<file path="src/rtl/panel_pkg.sv">
// rtl/panel_pkg.sv - command constants, frame-buffer geometry and parser states shared by the panel blocks
package panel_pkg;

    localparam int          FB_COLS   = 16;
    localparam int          COL_AW    = $clog2(FB_COLS);

    localparam logic [7:0]  CMD_FRAME = 8'hA5;
    localparam logic [3:0]  CMD_COL   = 4'hB;
    localparam logic [4:0]  CMD_RGB   = 5'b11000;

    localparam logic [2:0]  RGB_RESET = 3'b101;

    typedef enum logic [2:0] {
        ST_IDLE       = 3'd0,
        ST_FRAME_DATA = 3'd1,
        ST_FRAME_CSUM = 3'd2,
        ST_COMMIT     = 3'd3,
        ST_COL_DATA   = 3'd4
    } state_e;

endpackage

</file>
<file path="src/rtl/uart_frame_loader_if.sv">
// rtl/uart_frame_loader_if.sv - byte stream in, frame-buffer/colour writes out
// Signals:
//   rx_dv, rx_byte      : received byte strobe and data (UART side drives)
//   fb_we/fb_addr/fb_data : frame-buffer column write
//   rgb, rgb_we         : draw colour and its update strobe
//   frame_ok, pkt_err   : frame committed / packet rejected pulses
//   busy                : parser not idle
// Modports: master = UART/bench side, slave = loader side.
interface uart_frame_loader_if;
    import panel_pkg::*;

    logic              rx_dv;
    logic [7:0]        rx_byte;
    logic              fb_we;
    logic [COL_AW-1:0] fb_addr;
    logic [7:0]        fb_data;
    logic [2:0]        rgb;
    logic              rgb_we;
    logic              frame_ok;
    logic              pkt_err;
    logic              busy;

    modport master (
        output rx_dv, rx_byte,
        input  fb_we, fb_addr, fb_data, rgb, rgb_we, frame_ok, pkt_err, busy
    );

    modport slave (
        input  rx_dv, rx_byte,
        output fb_we, fb_addr, fb_data, rgb, rgb_we, frame_ok, pkt_err, busy
    );

endinterface

</file>
<file path="src/rtl/frame_shadow_buf.sv">
// rtl/frame_shadow_buf.sv - 16x8 shadow register file holding a frame until its checksum is verified
// Ports:
//   clk, reset        : clock, async active-low reset (clears all columns)
//   i_we/i_waddr/i_wdata : parser write port
//   i_raddr, o_rdata  : combinational read port driven by the commit counter
module frame_shadow_buf
    import panel_pkg::*;
(
    input  logic              clk,
    input  logic              reset,
    input  logic              i_we,
    input  logic [COL_AW-1:0] i_waddr,
    input  logic [7:0]        i_wdata,
    input  logic [COL_AW-1:0] i_raddr,
    output logic [7:0]        o_rdata
);

    logic [7:0] r_mem [FB_COLS];

    always_ff @(posedge clk or negedge reset) begin
        if (!reset) begin
            for (int i = 0; i < FB_COLS; i++) begin
                r_mem[i] <= '0;
            end
        end else if (i_we) begin
            r_mem[i_waddr] <= i_wdata;
        end
    end

    assign o_rdata = r_mem[i_raddr];

endmodule

</file>
<file path="src/rtl/uart_frame_loader.sv">
// rtl/uart_frame_loader.sv - parses UART command bytes into frame-buffer writes and colour updates
// Ports:
//   clk   : system clock
//   reset : async active-low reset
//   bus   : uart_frame_loader_if.slave (rx byte in; fb/rgb/status out, all registered)
module uart_frame_loader
    import panel_pkg::*;
#(
    parameter int TIMEOUT_CYCLES = 1000
) (
    input  logic                  clk,
    input  logic                  reset,
    uart_frame_loader_if.slave    bus
);

    localparam int            TW       = $clog2(TIMEOUT_CYCLES);
    localparam logic [TW-1:0] TMO_LAST = TW'(TIMEOUT_CYCLES - 1);

    state_e            r_state;
    logic [3:0]        r_idx;
    logic [7:0]        r_csum;
    logic [COL_AW-1:0] r_col;
    logic [TW-1:0]     r_tmo;
    logic              r_pend_v;
    logic [7:0]        r_pend_byte;
    // Bit 4 marks the cycle after the last column write, where frame_ok fires.
    logic [4:0]        r_commit_cnt;

    logic              r_fb_we;
    logic [COL_AW-1:0] r_fb_addr;
    logic [7:0]        r_fb_data;
    logic [2:0]        r_rgb;
    logic              r_rgb_we;
    logic              r_frame_ok;
    logic              r_pkt_err;
    logic              r_busy;

    logic              w_dv;
    logic [7:0]        w_byte;
    logic              w_tmo_state;
    logic              w_timeout;
    logic              w_sh_we;
    logic [7:0]        w_sh_rdata;

    // A byte parked during COMMIT takes priority in IDLE; the pending flag is only
    // ever set in COMMIT, so outside IDLE these equal the live rx inputs.
    assign w_dv        = bus.rx_dv | r_pend_v;
    assign w_byte      = r_pend_v ? r_pend_byte : bus.rx_byte;

    assign w_tmo_state = (r_state == ST_FRAME_DATA) || (r_state == ST_FRAME_CSUM) ||
                         (r_state == ST_COL_DATA);
    assign w_timeout   = w_tmo_state && !bus.rx_dv && (r_tmo == TMO_LAST);

    assign w_sh_we     = (r_state == ST_FRAME_DATA) && bus.rx_dv;

    frame_shadow_buf u_shadow (
        .clk     (clk),
        .reset   (reset),
        .i_we    (w_sh_we),
        .i_waddr (r_idx),
        .i_wdata (bus.rx_byte),
        .i_raddr (r_commit_cnt[3:0]),
        .o_rdata (w_sh_rdata)
    );

    always_ff @(posedge clk or negedge reset) begin
        if (!reset) begin
            r_state      <= ST_IDLE;
            r_idx        <= '0;
            r_csum       <= '0;
            r_col        <= '0;
            r_tmo        <= '0;
            r_pend_v     <= 1'b0;
            r_pend_byte  <= '0;
            r_commit_cnt <= '0;
            r_fb_we      <= 1'b0;
            r_fb_addr    <= '0;
            r_fb_data    <= '0;
            r_rgb        <= RGB_RESET;
            r_rgb_we     <= 1'b0;
            r_frame_ok   <= 1'b0;
            r_pkt_err    <= 1'b0;
            r_busy       <= 1'b0;
        end else begin
            r_fb_we    <= 1'b0;
            r_rgb_we   <= 1'b0;
            r_frame_ok <= 1'b0;
            r_pkt_err  <= 1'b0;

            if (bus.rx_dv || !w_tmo_state) begin
                r_tmo <= '0;
            end else begin
                r_tmo <= r_tmo + 1'b1;
            end

            case (r_state)
                ST_IDLE: begin
                    if (w_dv) begin
                        r_pend_v <= 1'b0;
                        if (w_byte == CMD_FRAME) begin
                            r_state <= ST_FRAME_DATA;
                            r_busy  <= 1'b1;
                        end else if (w_byte[7:4] == CMD_COL) begin
                            r_col   <= w_byte[3:0];
                            r_state <= ST_COL_DATA;
                            r_busy  <= 1'b1;
                        end else if (w_byte[7:3] == CMD_RGB) begin
                            r_rgb    <= w_byte[2:0];
                            r_rgb_we <= 1'b1;
                        end else begin
                            r_pkt_err <= 1'b1;
                        end
                    end
                end

                ST_FRAME_DATA: begin
                    if (w_timeout) begin
                        r_pkt_err <= 1'b1;
                        r_state   <= ST_IDLE;
                        r_busy    <= 1'b0;
                        r_idx     <= '0;
                        r_csum    <= '0;
                    end else if (bus.rx_dv) begin
                        r_csum <= r_csum ^ bus.rx_byte;
                        r_idx  <= r_idx + 1'b1;
                        if (r_idx == 4'd15) begin
                            r_state <= ST_FRAME_CSUM;
                        end
                    end
                end

                ST_FRAME_CSUM: begin
                    if (w_timeout) begin
                        r_pkt_err <= 1'b1;
                        r_state   <= ST_IDLE;
                        r_busy    <= 1'b0;
                        r_idx     <= '0;
                        r_csum    <= '0;
                    end else if (bus.rx_dv) begin
                        r_idx  <= '0;
                        r_csum <= '0;
                        if (bus.rx_byte == r_csum) begin
                            r_state      <= ST_COMMIT;
                            r_commit_cnt <= '0;
                        end else begin
                            r_pkt_err <= 1'b1;
                            r_state   <= ST_IDLE;
                            r_busy    <= 1'b0;
                        end
                    end
                end

                ST_COMMIT: begin
                    if (bus.rx_dv) begin
                        r_pend_v    <= 1'b1;
                        r_pend_byte <= bus.rx_byte;
                    end
                    if (r_commit_cnt[4]) begin
                        r_frame_ok <= 1'b1;
                        r_state    <= ST_IDLE;
                        r_busy     <= 1'b0;
                    end else begin
                        r_fb_we      <= 1'b1;
                        r_fb_addr    <= r_commit_cnt[3:0];
                        r_fb_data    <= w_sh_rdata;
                        r_commit_cnt <= r_commit_cnt + 1'b1;
                    end
                end

                ST_COL_DATA: begin
                    if (w_timeout) begin
                        r_pkt_err <= 1'b1;
                        r_state   <= ST_IDLE;
                        r_busy    <= 1'b0;
                    end else if (bus.rx_dv) begin
                        r_fb_we   <= 1'b1;
                        r_fb_addr <= r_col;
                        r_fb_data <= bus.rx_byte;
                        r_state   <= ST_IDLE;
                        r_busy    <= 1'b0;
                    end
                end

                default: begin
                    r_state <= ST_IDLE;
                    r_busy  <= 1'b0;
                end
            endcase
        end
    end

    assign bus.fb_we    = r_fb_we;
    assign bus.fb_addr  = r_fb_addr;
    assign bus.fb_data  = r_fb_data;
    assign bus.rgb      = r_rgb;
    assign bus.rgb_we   = r_rgb_we;
    assign bus.frame_ok = r_frame_ok;
    assign bus.pkt_err  = r_pkt_err;
    assign bus.busy     = r_busy;

endmodule

</file>
<file path="src/flat_wrapper.sv">
// flat-port wrapper written by rule: the top's interface ports become plain ports
module uart_frame_loader_flat import panel_pkg::*;
#(
    parameter int TIMEOUT_CYCLES = 1000
)
  (clk, reset, bus_rx_dv, bus_rx_byte, bus_fb_we, bus_fb_addr, bus_fb_data, bus_rgb, bus_rgb_we, bus_frame_ok, bus_pkt_err, bus_busy);
  uart_frame_loader_if bus_i ();
  input  logic clk;
  input  logic reset;
  input wire logic [$bits(bus_i.rx_dv)-1:0] bus_rx_dv;
  input wire logic [$bits(bus_i.rx_byte)-1:0] bus_rx_byte;
  output wire logic [$bits(bus_i.fb_we)-1:0] bus_fb_we;
  output wire logic [$bits(bus_i.fb_addr)-1:0] bus_fb_addr;
  output wire logic [$bits(bus_i.fb_data)-1:0] bus_fb_data;
  output wire logic [$bits(bus_i.rgb)-1:0] bus_rgb;
  output wire logic [$bits(bus_i.rgb_we)-1:0] bus_rgb_we;
  output wire logic [$bits(bus_i.frame_ok)-1:0] bus_frame_ok;
  output wire logic [$bits(bus_i.pkt_err)-1:0] bus_pkt_err;
  output wire logic [$bits(bus_i.busy)-1:0] bus_busy;
  assign bus_i.rx_dv = bus_rx_dv;
  assign bus_i.rx_byte = bus_rx_byte;
  assign bus_fb_we = bus_i.fb_we;
  assign bus_fb_addr = bus_i.fb_addr;
  assign bus_fb_data = bus_i.fb_data;
  assign bus_rgb = bus_i.rgb;
  assign bus_rgb_we = bus_i.rgb_we;
  assign bus_frame_ok = bus_i.frame_ok;
  assign bus_pkt_err = bus_i.pkt_err;
  assign bus_busy = bus_i.busy;
  uart_frame_loader #(.TIMEOUT_CYCLES(TIMEOUT_CYCLES)) u_core (.clk(clk), .reset(reset), .bus(bus_i));
endmodule
</file>
<file path="config.mk">
export PLATFORM = sky130hd
export DESIGN_NAME = uart_frame_loader_flat
export DESIGN_NICKNAME = d
export VERILOG_FILES = /design/src/rtl/panel_pkg.sv /design/src/rtl/uart_frame_loader_if.sv /design/src/rtl/frame_shadow_buf.sv /design/src/rtl/uart_frame_loader.sv /design/src/flat_wrapper.sv
export SDC_FILE = /design/constraint.sdc
export NUM_CORES = 1
export LEC_CHECK = 0
export CAP_MARGIN = 20
export CORE_UTILIZATION = 30
export CTS_CLUSTER_SIZE = 16
export DETAILED_ROUTE_END_ITERATION = 12
export MAX_ROUTING_LAYER = met4
export PLACE_DENSITY_LB_ADDON = 0.1
export REMOVE_ABC_BUFFERS = 1
export SLEW_MARGIN = 20
export SYNTH_ARGS = -nofsm -noshare
export SYNTH_HDL_FRONTEND = slang
export SYNTH_SLANG_ARGS = --single-unit
</file>
<file path="constraint.sdc">
create_clock -name clk -period 2.15 [get_ports clk]
set_input_delay 0.43 -clock clk [delete_from_list [all_inputs] [get_ports clk]]
set_output_delay 0.43 -clock clk [all_outputs]
set_load 0.05 [all_outputs]
</file>
==> results.cfg, run 1 <==
[floorplan]
dieArea_um2 = 31200
die_h_um = 177
rows = 63
core_area_um2 = 29800
io_pins = 31
die_w_um = 177
start_util_pct = 30.7

[timing]
rsz0062_at_grt = false
slew_headroom_pct = 53.4
min_period_over_period_pct = 96.7
fmax_mhz = 481
hold_viol = 0
slew_viol_final = 0
worst_pin_slew_ps = 698
finalSetupTns_ps = 0
setup-violations-final = 0
fin_crit_ps = 2080
clock_skew_ps = 13.4

[detailed_routing]
first_iter_violations = 291
dr_wl_met2_mm = 12.0
ant_nets = 0
drt_wl_total_mm = 24.8
wl_per_cell_um = 20.9
met3_wirelength_um = 546
drt-vias-per-instance = 5.03
drc = 0
top_layer = met4
num_vias = 5970
dr.pass1.iters = 4
wl_met1_mm = 12.0

[synthesis]
synth_top_flop_cell = dfrtp_1
synth_top_family_by_area = multiplexers
netlist_area_um2 = 9150
yosysWarnings = 0
yosysSeqAreaShare_pct = 52.3
synth.area.mux_share_pct = 27.2
synth_simple_gate_area_share_pct = 8.40
synth_seq_cells = 191
netlist_instances = 686
syn_area_per_cell_um2 = 13.3
synth_fa_ha_area_share_pct = 0.821
ys_types = 61
async_flop_share_pct = 100
synth_edf_count = 0
synth_compound_area_share_pct = 6.99
synth_xor_area_share_pct = 1.44

[critical_path]
crit_start = u_core.bus.busy
rrSetupSlack_ps = 80
critical_path.top_delay_family = buffers and inverters
arrival_ps = 1650
slowest_stage = clkdlybuf4s50_1
cp_cell_sequence = clkdlybuf4s50_1
cp_max_fo = 2
critPathLaunchType = flip-flop
rr_startpoint = u_core.r_commit_cnt[0]
path_buf_inv = 1
crit_required_ps = 1720
criticalPathCategory = reg2out
slowest_delay_ps = 840
end_kind = output port

[finish]
nets = 801
drive_above_1_share_pct = 43.5
syn2layout_area_growth_pct = 23.9
num_antenna_cells = 0
final_cells = 1187

[global_routing]
grt_max_degree = 52
track_usage_pct = 17.5
grt_pass1_wl_mm = 39.2
grt-ovfl-total = 0
grt_pass1_vias = 6386
grt_antenna_before_repair = 0

[power_and_ir_drop]
ir_worst_vdd_mv = 0.515
clockPowerShare_pct = 33.2
switchingPower_uw = 3390
p_leak_uw = 0.00529
powerDensity_nw_per_um2 = 889
p_seq_share_pct = 40.8
internal_power_uw = 6690
swShare_pct = 33.6
combPwrFrac_pct = 25.9

[run_status]
status = completed

[clock_network]
cts_tree = yes
ctsHtreeMaxLevel = 4
ctsRootBufferMaster = clkbuf_16
numCtsBuffers = 17
cts.clk_slew.worst_paths_ps = 80
clk_latency_ps = 430
clk_path_buf_depth = 2
cts_sinks = 191

[worst_hold_path]
worstHoldPathType = reg2reg
min_from = u_core.bus.fb_data[5]

[placed_design]
port_buffers = 30
dp_hpwl_mm = 17.7
gp_congestion = 0.763
place_inst = 1152

[run]
drv_cap = 0
[cell usage in the layout, fill, tap and decap left out, drive strengths merged, types with 3 or more instances in the layout]
cell type / n
o31ai: 8
nand3: 11
and3: 4
clkdlybuf4s50: 27
dfrtp: 189
o211ai: 3
and2: 4
o22ai: 9
nor3b: 4
clkbuf: 19
nor2: 24
ha: 6
buf: 96
mux2: 155
a21o: 3
nor2b: 9
nand4: 8
xor2: 4
a31o: 3
o21ai: 33
mux4: 28
a31oi: 6
mux2i: 10
a22oi: 3
inv: 19
nand2: 35
clkinv: 5
a2111oi: 6
a21oi: 10
or3: 7
xnor2: 11
nor3: 7
[per-stage QoR]
step	util, %	area, um^2	power, uW	hold slack, ps	setup slack (ps)
2_1_floorplan	-	8940	5540	134	-797
3_3_place_gp	35.7	10600	6780	421	-413
3_5_place_dp	35.7	10600	6820	421	-406
4_1_cts	37.9	11300	10200	487	14.3
5_1_grt	38.0	11300	10600	517	5.13
6_report	38.0	11300	10100	486	70.8
[final cells by class]
cell class / count / area (um^2)
tap: 390 / 488
fill: 2827 / 18500
inverter: 13 / 48.8
clock buffer: 18 / 429
timing repair buffer: 125 / 1240
multi-input combinational: 436 / 4150
clock inverter: 14 / 194
sequential: 191 / 4790
[power by group through the flow]
stage | combinational (uW) | sequential [uW] | clock, uW
final | 2610 | 4120 | 3350
after global routing | 2820 | 4160 | 3590
after CTS | 2640 | 4130 | 3450
after detailed placement | 2620 | 4200 | 0
after global placement | 2590 | 4190 | 0
after floorplan | 867 | 4670 | 0
[sequential cells by signal, indices dropped and copies added, names as in the netlist, 3 cells and up]
signal	count
u_core.bus.rgb	3
u_core.bus.fb_addr	4
u_core.u_shadow.r_mem	128
u_core.r_idx	4
u_core.r_tmo	10
u_core.r_commit_cnt	5
u_core.r_csum	8
u_core.r_col	4
u_core.r_state	3
u_core.r_pend_byte	8
u_core.bus.fb_data	8
[worst paths after layout]
path | endpoint | depth (start not counted)
hold reg to reg | u_core.bus.fb_data[5] | 2
setup / recovery | bus_busy | 1
hold / removal | u_core.bus.fb_data[5] | 2
min in group asynchronous | u_core.r_tmo[6] | 2
max in group asynchronous | u_core.u_shadow.r_mem[62] | 3
setup reg to reg | u_core.bus.fb_data[5] | 5
[per-layer routing]
layer,track usage [%],up-vias
met2,27.6,82
met1,23.5,3128
met5,-,-
li1,-,2737
met4,4.89,0
met3,2.24,23
[what timing repair did]
action / in CTS / in global routing
hold buffers: 1 / 0
endpoints found under the hold margin: 46 / 0
endpoints found under the setup margin: 8 / 42
resized for setup: 5 / 8
buffers inserted: 0 / 2
[cells by family (layout without fill, tap and decap cells)]
group,Yosys count,in the layout
AO/OA/AOI/OAI,97,97
XOR/XNOR,15,15
adder cells (fa/ha/maj),6,6
buffers and inverters,59,170
flip-flops,191,191
multiplexers,193,193
AND/OR/NAND/NOR,125,125
[cells in the mapped netlist, types with 3 or more instances]
master	n	share of area (%)
nor3_1	7	0.38
a31oi_1	6	0.41
a22oi_1	3	0.25
nand4_2	3	0.41
nor2_1	23	0.94
xnor2_1	11	1.1
nand2_2	5	0.34
nand3_2	3	0.33
o22ai_1	8	0.55
and2_1	4	0.27
a2111oi_0	6	0.57
o211ai_1	3	0.25
mux2_4	4	0.66
and3_1	4	0.27
a31o_2	3	0.29
a21oi_1	10	0.55
ha_1	6	0.82
dfrtp_1	189	52
buf_2	11	0.60
mux4_2	28	6.9
mux2_2	150	18
clkbuf_1	29	1.2
or3_1	7	0.48
nand2_1	30	1.2
nor2b_1	9	0.62
nand3_1	8	0.44
o21ai_0	33	1.8
mux2i_1	10	1.1
xor2_1	4	0.38
nand4_1	4	0.27
inv_1	13	0.53
o31ai_1	8	0.66
Power figures use the tool's default switching activity.
==> inputs of run 2 (changes only) <==
Settings changed: ABC_CLOCK_PERIOD_IN_PS set to 2150, CAP_MARGIN 20 to not set.
==> results of run 2 <==
No change in the layout: final DEF, timing and power equal those of run 1.
